**config.mk**
```make
export PLATFORM = sky130hd
export DESIGN_NAME = sample_packer
export DESIGN_NICKNAME = d
export VERILOG_FILES = /design/src/rtl/sample_packer.sv
export SDC_FILE = /design/constraint.sdc
export NUM_CORES = 1
export LEC_CHECK = 0
export CAP_MARGIN = 15
export CORE_ASPECT_RATIO = 0.7
export CORE_UTILIZATION = 59
export DETAILED_ROUTE_END_ITERATION = 12
export GPL_TIMING_DRIVEN = 0
export PLACE_DENSITY_LB_ADDON = 0.05
export SYNTH_ARGS = -nofsm -noshare
export SYNTH_HDL_FRONTEND = slang
export SYNTH_SLANG_ARGS = --single-unit
```
**constraint.sdc**
```tcl
create_clock -name clk -period 5.8 [get_ports clk]
set_clock_uncertainty 0.05 [all_clocks]
set_input_delay 1.45 -clock clk [delete_from_list [all_inputs] [get_ports clk]]
set_output_delay 1.45 -clock clk [all_outputs]
set_load 0.02 [all_outputs]
```
**src/rtl/sample_packer.sv**
```systemverilog
// sample_packer: serial-to-parallel frame packer feeding adder_tree.
// Optional frame counter: define SAMPLE_PACKER_FRAME_CNT_EN for o_frame_cnt.
module sample_packer #(
    parameter int NUM_INPUTS = 16,
    parameter int DWIDTH     = 14,
    parameter int CWIDTH     = $clog2(NUM_INPUTS + 1)
) (
    input  logic                         clk,
    input  logic                         rst,
    input  logic [DWIDTH-1:0]            i_dat,
    input  logic                         i_dat_valid,
    input  logic                         i_last,
    output logic [NUM_INPUTS*DWIDTH-1:0] o_dat_vector,
    output logic                         o_dat_valid,
    output logic [CWIDTH-1:0]            o_count,
    output logic [CWIDTH-1:0]            o_fill
`ifdef SAMPLE_PACKER_FRAME_CNT_EN
    ,
    output logic [15:0]                  o_frame_cnt
`endif
);

    localparam int VW = NUM_INPUTS * DWIDTH;
    localparam logic [CWIDTH-1:0] LAST_IDX = CWIDTH'(NUM_INPUTS - 1);

    typedef enum logic {
        IDLE,
        FILL
    } state_e;

    state_e            state_q, state_d;
    logic [CWIDTH-1:0] idx_q, idx_d;
    logic [VW-1:0]     asm_q, asm_d;
    logic [VW-1:0]     vec_q, vec_d;
    logic              valid_q, valid_d;
    logic [CWIDTH-1:0] count_q, count_d;
    logic [VW-1:0]     merged;
    logic              emit;

    // Register state, assembly buffer and the presented frame.
    always_ff @(posedge clk) begin
        if (rst) begin
            state_q <= IDLE;
            idx_q   <= '0;
            asm_q   <= '0;
            vec_q   <= '0;
            valid_q <= 1'b0;
            count_q <= '0;
        end else begin
            state_q <= state_d;
            idx_q   <= idx_d;
            asm_q   <= asm_d;
            vec_q   <= vec_d;
            valid_q <= valid_d;
            count_q <= count_d;
        end
    end

    // Merge the incoming sample, decide on emit, and compute next state.
    always_comb begin
        merged = asm_q;
        for (int ii = 0; ii < NUM_INPUTS; ii++) begin
            if (i_dat_valid && (idx_q == CWIDTH'(ii))) begin
                merged[DWIDTH*ii +: DWIDTH] = i_dat;
            end
        end

        // A bare i_last only closes a frame that already holds samples.
        if (i_dat_valid) begin
            emit = i_last || (idx_q == LAST_IDX);
        end else begin
            emit = i_last && (state_q == FILL);
        end

        state_d = state_q;
        idx_d   = idx_q;
        asm_d   = asm_q;
        vec_d   = vec_q;
        valid_d = 1'b0;
        count_d = count_q;

        if (emit) begin
            vec_d   = merged;
            valid_d = 1'b1;
            count_d = idx_q + {{(CWIDTH-1){1'b0}}, i_dat_valid};
            asm_d   = '0;
            idx_d   = '0;
            state_d = IDLE;
        end else if (i_dat_valid) begin
            asm_d   = merged;
            idx_d   = idx_q + 1'b1;
            state_d = FILL;
        end
    end

`ifdef SAMPLE_PACKER_FRAME_CNT_EN
    logic [15:0] fcnt_q;

    // Count emitted frames; bumps on the same edge that raises o_dat_valid.
    always_ff @(posedge clk) begin
        if (rst) begin
            fcnt_q <= '0;
        end else if (emit) begin
            fcnt_q <= fcnt_q + 16'd1;
        end
    end

    assign o_frame_cnt = fcnt_q;
`endif

    assign o_dat_vector = vec_q;
    assign o_dat_valid  = valid_q;
    assign o_count      = count_q;
    assign o_fill       = idx_q;

endmodule

```
==> impl_metrics.toml, run 1 <==
[clocking]
cts-htree-levels = 2
postCtsSetupBuffers = 0
holdBufCountCts = 0
clk_latency_ns = 0.58
cts_sinks = 460
cts_buffer_depth = 3
clk_pin_slew_ns = 0.07
cts_root_buf = "clkbuf_16"
cts_repair_resize_count = 0
cts_tree = "built"
cts_buffers = 42

[setup_path]
regToRegSetupSlack_ns = 1.63
cp.required_ns = 6.18
cp_slowest_stage_delay_ns = 0.70
cp_num_cells = 10
startpoint_type = "flop"
crit_top_cell = "clkbuf_1"
path_class = "flop to flop"
cp-end-kind = "flop"
r2r_cells = 10
path_cells = "ha_1, clkbuf_1, clkbuf_1, and3_1, ha_1, nor2_1, o21ai_1, clkbuf_1, clkbuf_1, a21oi_1"
crit_fanout = 10
cp_top_family = "buffers and inverters"
crit_buf_inv = 4
critical_path_arrival_ns = 4.55
crit_path_top_delay_cell = "clkbuf_1"

[drt]
antenna_left = 0
wl_met3_um = 8340
drt_iter0_drc = 2604
viasPerCell = 6.73
routed.top_layer = "met4"
wl_met2_um = 28100
drcViolationCount = 0
wl_met1_um = 27100
post_drt_wl_per_cell_um = 23.8
vias = 19100
first_pass_iters = 6
drt-total-wl_um = 67600

[global_routing]
grt_antenna_before_repair = 0
grt-ovfl-total = 0
track_usage = 0.400
grt_pass1_wl_um = 103000
grt_pass1_vias = 18000
grt_max_degree = 17

[yosys]
avgSynthCellArea_um2 = 9.01
ys_ff_latch = 460
synth_cells = 2100
async_reset_ff_frac = 0
synth.distinct_cells = 42
ys.flop_type = "dfxtp_1"
ys_seq_area_frac = 0.487
ys_warn_count = 0
syn_area_mm2 = 0.0189
syn-num-nets = 2125
synth_edf_count = 0

[final_layout]
fin_cells = 2835
syn_to_final_growth_pct = 23.5
diodes = 0
fin_nets = 2407
nFillCells = 2286
drive_above_1_share = 0.0741
stdcell_area_mm2 = 0.0234

[timing]
final_max_slew_viol_count = 0
max_slew_margin = 0.0682
worst_slew_pin_slew_ns = 1.40
final.period_utilization = 0.719
tns_ns = 0
layout_min_cycle_time_ns = 4.17
hold_viol = 0
clock.fmax_mhz = 240
final-setup-viol-count = 0
rsz0062_at_grt = "no"
whs_ns = 0.416
setup_slack_ns = 1.63

[placement]
port_buffers = 238
dpl.hpwl_um = 45300
dpl-instance-area_mm2 = 0.0218
gp_congestion = 0.922
dp_slack_ns = 1.53
dp.cells = 2758

[power]
p_leak_nw = 7.21
ir_drop_uv = 198
power_density_mw_per_mm2 = 293

[die]
core_area_mm2 = 0.0314
ios = 253
die_h_um = 152
die-area_mm2 = 0.0328
die_w_um = 216
rows = 54
start_util = 0.604

[min_path]
worstHoldPathType = "flop to flop"
whs_path_depth = 2

[run_status]
status = "finished, final reports clean"

[run]
cap_violations = 0
[layout make-up]
type | count | area (um^2) | area share
timing repair buffer | 238 | 2380 | 0.102
inverter | 219 | 822 | 0.0352
buffer | 264 | 1150 | 0.0491
tap | 420 | 526 | 0.0225
clock buffer | 59 | 1220 | 0.0520
clock inverter | 18 | 323 | 0.0138
multi-input combinational | 1157 | 7750 | 0.331
sequential | 460 | 9210 | 0.394
[cell usage after synthesis, drive strengths merged, types with 2 or more instances]
cell / number / area (um^2)
a21oi: 211 / 1060
a22o: 5 / 43.8
and4bb: 2 / 25.0
buf: 73 / 430
clkbuf: 191 / 717
dfxtp: 460 / 9210
ha: 7 / 87.6
inv: 219 / 822
mux2i: 15 / 150
nand2: 2 / 7.51
nand3: 212 / 1060
nand4bb: 2 / 27.5
nor2: 22 / 82.6
o2111ai: 15 / 239
o211ai: 210 / 1580
o21ai: 212 / 1060
o221ai: 210 / 2030
o2bb2ai: 14 / 123
xnor2: 3 / 26.3
xor2: 3 / 26.3
[power breakdown]
part	switching, mW	total (mW)	internal, mW
registers	0.0143	3.19	3.18
logic	0.429	0.529	0.100
clock network	1.26	3.13	1.87
total	1.70	6.85	5.15
[placed cells by master (no fill, tap or decap), types with 8 or more instances in the layout]
cell type,instances
clkbuf_8,8
o21ai_0,204
clkbuf_16,43
inv_1,219
o211ai_1,210
nor2_1,22
clkbuf_1,199
mux2i_1,15
o2bb2ai_1,14
o221ai_2,31
nand3_1,212
a21oi_1,211
o221ai_1,179
buf_1,12
dfxtp_1,460
buf_2,47
clkdlybuf4s50_1,238
bufinv_16,9
[cells by family after synthesis]
kind of cell,count (synthesis),synth area share
DFF,460,0.487
adders and majority gates,7,0.00463
muxes,15,0.00793
and+or+nand+nor,249,0.0686
xor gates and xnor gates,6,0.00278
buffers and inverters,483,0.104
AOI/OAI and AO/OA,880,0.325
[path summary, 6_finish.rpt]
path / start / to
max: o_fill[1] / asm_q[111]
min: asm_q[58] / o_dat_vector[58]
max reg2reg: o_fill[1] / asm_q[111]
min reg2reg: asm_q[58] / o_dat_vector[58]
[metrics by stage]
stage	utilization	total power, mW
after detailed placement	0.696	3.76
after global routing	0.745	6.97
after global placement	0.696	3.75
after floorplan	-	3.56
after CTS	0.745	6.80
final	0.745	6.85
[metal layers]
layer	global-route usage	up-vias
li1	-	8338
met1	0.550	9107
met2	0.580	1357
met3	0.0935	265
met4	0.220	0
met5	0	-
[sequential cells by signal, summed over array words and instances (netlist names)]
name,flops
o_dat_vector,224
o_fill,5
state_q,1
o_dat_valid,1
asm_q,224
o_count,5
[worst register-to-register path, delay by kind of cell (launching register included)]
family	cells	cell delay [ns]
adders and majority gates	2	0.41
AOI/OAI and AO/OA	2	0.49
DFF	1	0.53
and+or+nand+nor	2	0.37
buffers and inverters	4	2.18
Power figures use the tool's default switching activity.
==> inputs of run 2 (changes only) <==
--- a/config.mk
+++ b/config.mk
@@ -7,7 +7,7 @@
 export LEC_CHECK = 0
 export CAP_MARGIN = 15
 export CORE_ASPECT_RATIO = 0.7
-export CORE_UTILIZATION = 59
+export CORE_UTILIZATION = 55
 export DETAILED_ROUTE_END_ITERATION = 12
 export GPL_TIMING_DRIVEN = 0
 export PLACE_DENSITY_LB_ADDON = 0.05
==> constraint.sdc (replaced) <==
create_clock -name clk -period 3.9 [get_ports clk]
set_clock_uncertainty 0.05 [all_clocks]
set_input_delay 0.975 -clock clk [delete_from_list [all_inputs] [get_ports clk]]
set_output_delay 0.975 -clock clk [all_outputs]
set_load 0.02 [all_outputs]
==> run 2 against run 1 <==
  * Core utilization decreased by 5.5 points
  * Worst setup slack worse by 1.5 ns
  * Non-clock buffer count is 2 higher
  * Sequential power up 49%
  * Clock power grew 29%
  * Die area up 7.2%
  * Combinational power is 52% higher
  * Critical path type unchanged
  * Highest routed layer is now met5
==> impl_metrics.toml, run 2 (same netlist as run 1, synthesis figures left out) <==
[run_status]
status = "finished, final reports clean"

[die]
die-area_mm2 = 0.0352
rows = 56
die_w_um = 224
ios = 253
die_h_um = 157
core_area_mm2 = 0.0337
start_util = 0.562

[clocking]
cts_sinks = 460
clk_pin_slew_ns = 0.06
cts_tree = "built"
clk_latency_ns = 0.56
cts_root_buf = "clkbuf_16"
cts_buffer_depth = 3
cts-htree-levels = 2
cts_buffers = 43

[power]
power_frac_comb = 0.084
pwr-share-clk = 0.421
ir_drop_uv = 296
netSwitchingFraction = 0.261
p_int_mw = 7.08
finalPower_mw = 9.59
p_sw_mw = 2.51
power_density_mw_per_mm2 = 412
seq_power_share = 0.495
p_leak_nw = 7.14

[final_layout]
syn_to_final_growth_pct = 22.9
drive_above_1_share = 0.0742
nFillCells = 2736
seq_area_mm2 = 0.00921
fin_nets = 2410
multi_input_area_mm2 = 0.00775
most-common-layout-cells = "dfxtp_1 (460), clkdlybuf4s50_1 (238), inv_1 (219)"
stdcell_area_mm2 = 0.0233
diodes = 0
mostFrequentLayoutCell = "dfxtp_1"

[setup_path]
crit_top_cell = "clkbuf_1"
path_cells = "ha_1, clkbuf_1, clkbuf_2, and3_1, ha_1, nor2_1, clkbuf_1, clkbuf_1, o211ai_1, o221ai_1"
cp.required_ns = 4.31
critical_path_arrival_ns = 4.23
crit_path_top_delay_cell = "clkbuf_1"
path_class = "flop to flop"
startpoint_type = "flop"
cp-end-kind = "flop"
cp_slowest_stage_delay_ns = 0.86
crit_fanout = 10

[timing]
clock.fmax_mhz = 262
hold_viol = 0
rsz0062_at_grt = "no"
final.period_utilization = 0.979
final-setup-viol-count = 0
layout_min_cycle_time_ns = 3.82
final_max_slew_viol_count = 0
max_slew_margin = 0.0829
worst_slew_pin_slew_ns = 1.38

[global_routing]
track_usage = 0.380
grt-ovfl-total = 0
grt_max_degree = 15
grt_pass1_wl_um = 103000
grt_antenna_before_repair = 0
grt_pass1_vias = 17600

[drt]
post_drt_wl_per_cell_um = 23.9
antenna_left = 0
viasPerCell = 6.62
drt-total-wl_um = 68700
vias = 19000
first_pass_iters = 6
drt_iter0_drc = 2683
drcViolationCount = 0

[placement]
port_buffers = 238
dpl-instance-area_mm2 = 0.0219
gp_congestion = 0.925
dpl.hpwl_um = 45700

[min_path]
worstHoldPathType = "flop to flop"

[run]
cap_violations = 0
-- run 2: cell count changes in the layout (fill, tap and decap cells not counted), moves of 2 or more --
cell,change
clkbuf_16,+2
clkinv_2,+5
bufinv_16,-9
buf_16,+2
clkbuf_2,+4
clkbuf_8,-3
-- run 2: power groups by stage --
stage	clock network, mW	registers [mW]	logic, mW
after floorplan	0	4.86	0.427
after global placement	0	4.85	0.742
after detailed placement	0	4.85	0.758
after CTS	4.02	4.75	0.763
after global routing	4.22	4.75	0.824
final	4.04	4.75	0.803
-- run 2: repair_timing --
item                       in CTS  in global routing
hold buffers                    0                  0
setup endpoints to repair     282                330
cloned                          0                  0
hold endpoints to repair        0                  0
setup buffers                   0                  0
gates resized for setup         3                  3
-- run 2: worst max-delay path, delay by kind of cell, from the launching register on --
family                   cells  cell delay, ns
AO/OA/AOI/OAI                2            0.31
flip-flops                   1            0.44
buffers and inverters        4            1.89
adder cells (fa/ha/maj)      2            0.49
AND/OR/NAND/NOR              2            0.54
-- run 2: final timing paths --
path                     startpoint           endpoint  slack [ns]  depth (start not counted)
setup reg to reg          o_fill[0]   o_dat_vector[56]        0.08                         10
setup / recovery          o_fill[0]   o_dat_vector[56]        0.08                         10
hold reg to reg   o_dat_vector[220]  o_dat_vector[220]        0.42                          1
hold / removal    o_dat_vector[220]  o_dat_vector[220]        0.42                          1
-- run 2: metrics by stage --
stage	utilization	setup slack [ns]	TNS [ns]	hold WS (ns)	instances
2_1_floorplan	-	1.11	0	0.401	2100
5_1_grt	0.690	0.00489	0	0.432	2878
6_report	0.690	0.0809	0	0.420	2878
3_3_place_gp	0.649	-0.130	-9.79	0.398	2802
4_1_cts	0.689	0.0692	0	0.417	2877
3_5_place_dp	0.650	-0.185	-15.92	0.398	2803
-- run 2: routing by layer --
layer / up-vias / GRT usage / part of all wire
met2: 1242 / 0.573 / 0.43
met1: 9215 / 0.527 / 0.41
met4: 2 / 0.195 / 0.052
li1: 8344 / - / -
met3: 236 / 0.0642 / 0.10
met5: - / 0 / 0.00052
-- run 2: final cells by class --
cell class                      instances  share of cell area
Sequential cell                       460               0.396
Multi-Input combinational cell       1157               0.333
Timing Repair Buffer                  240               0.105
Clock buffer                           61              0.0531
Buffer                                264              0.0495
Inverter                              219              0.0353
Tap cell                              464              0.0250
Clock inverter                         13             0.00290
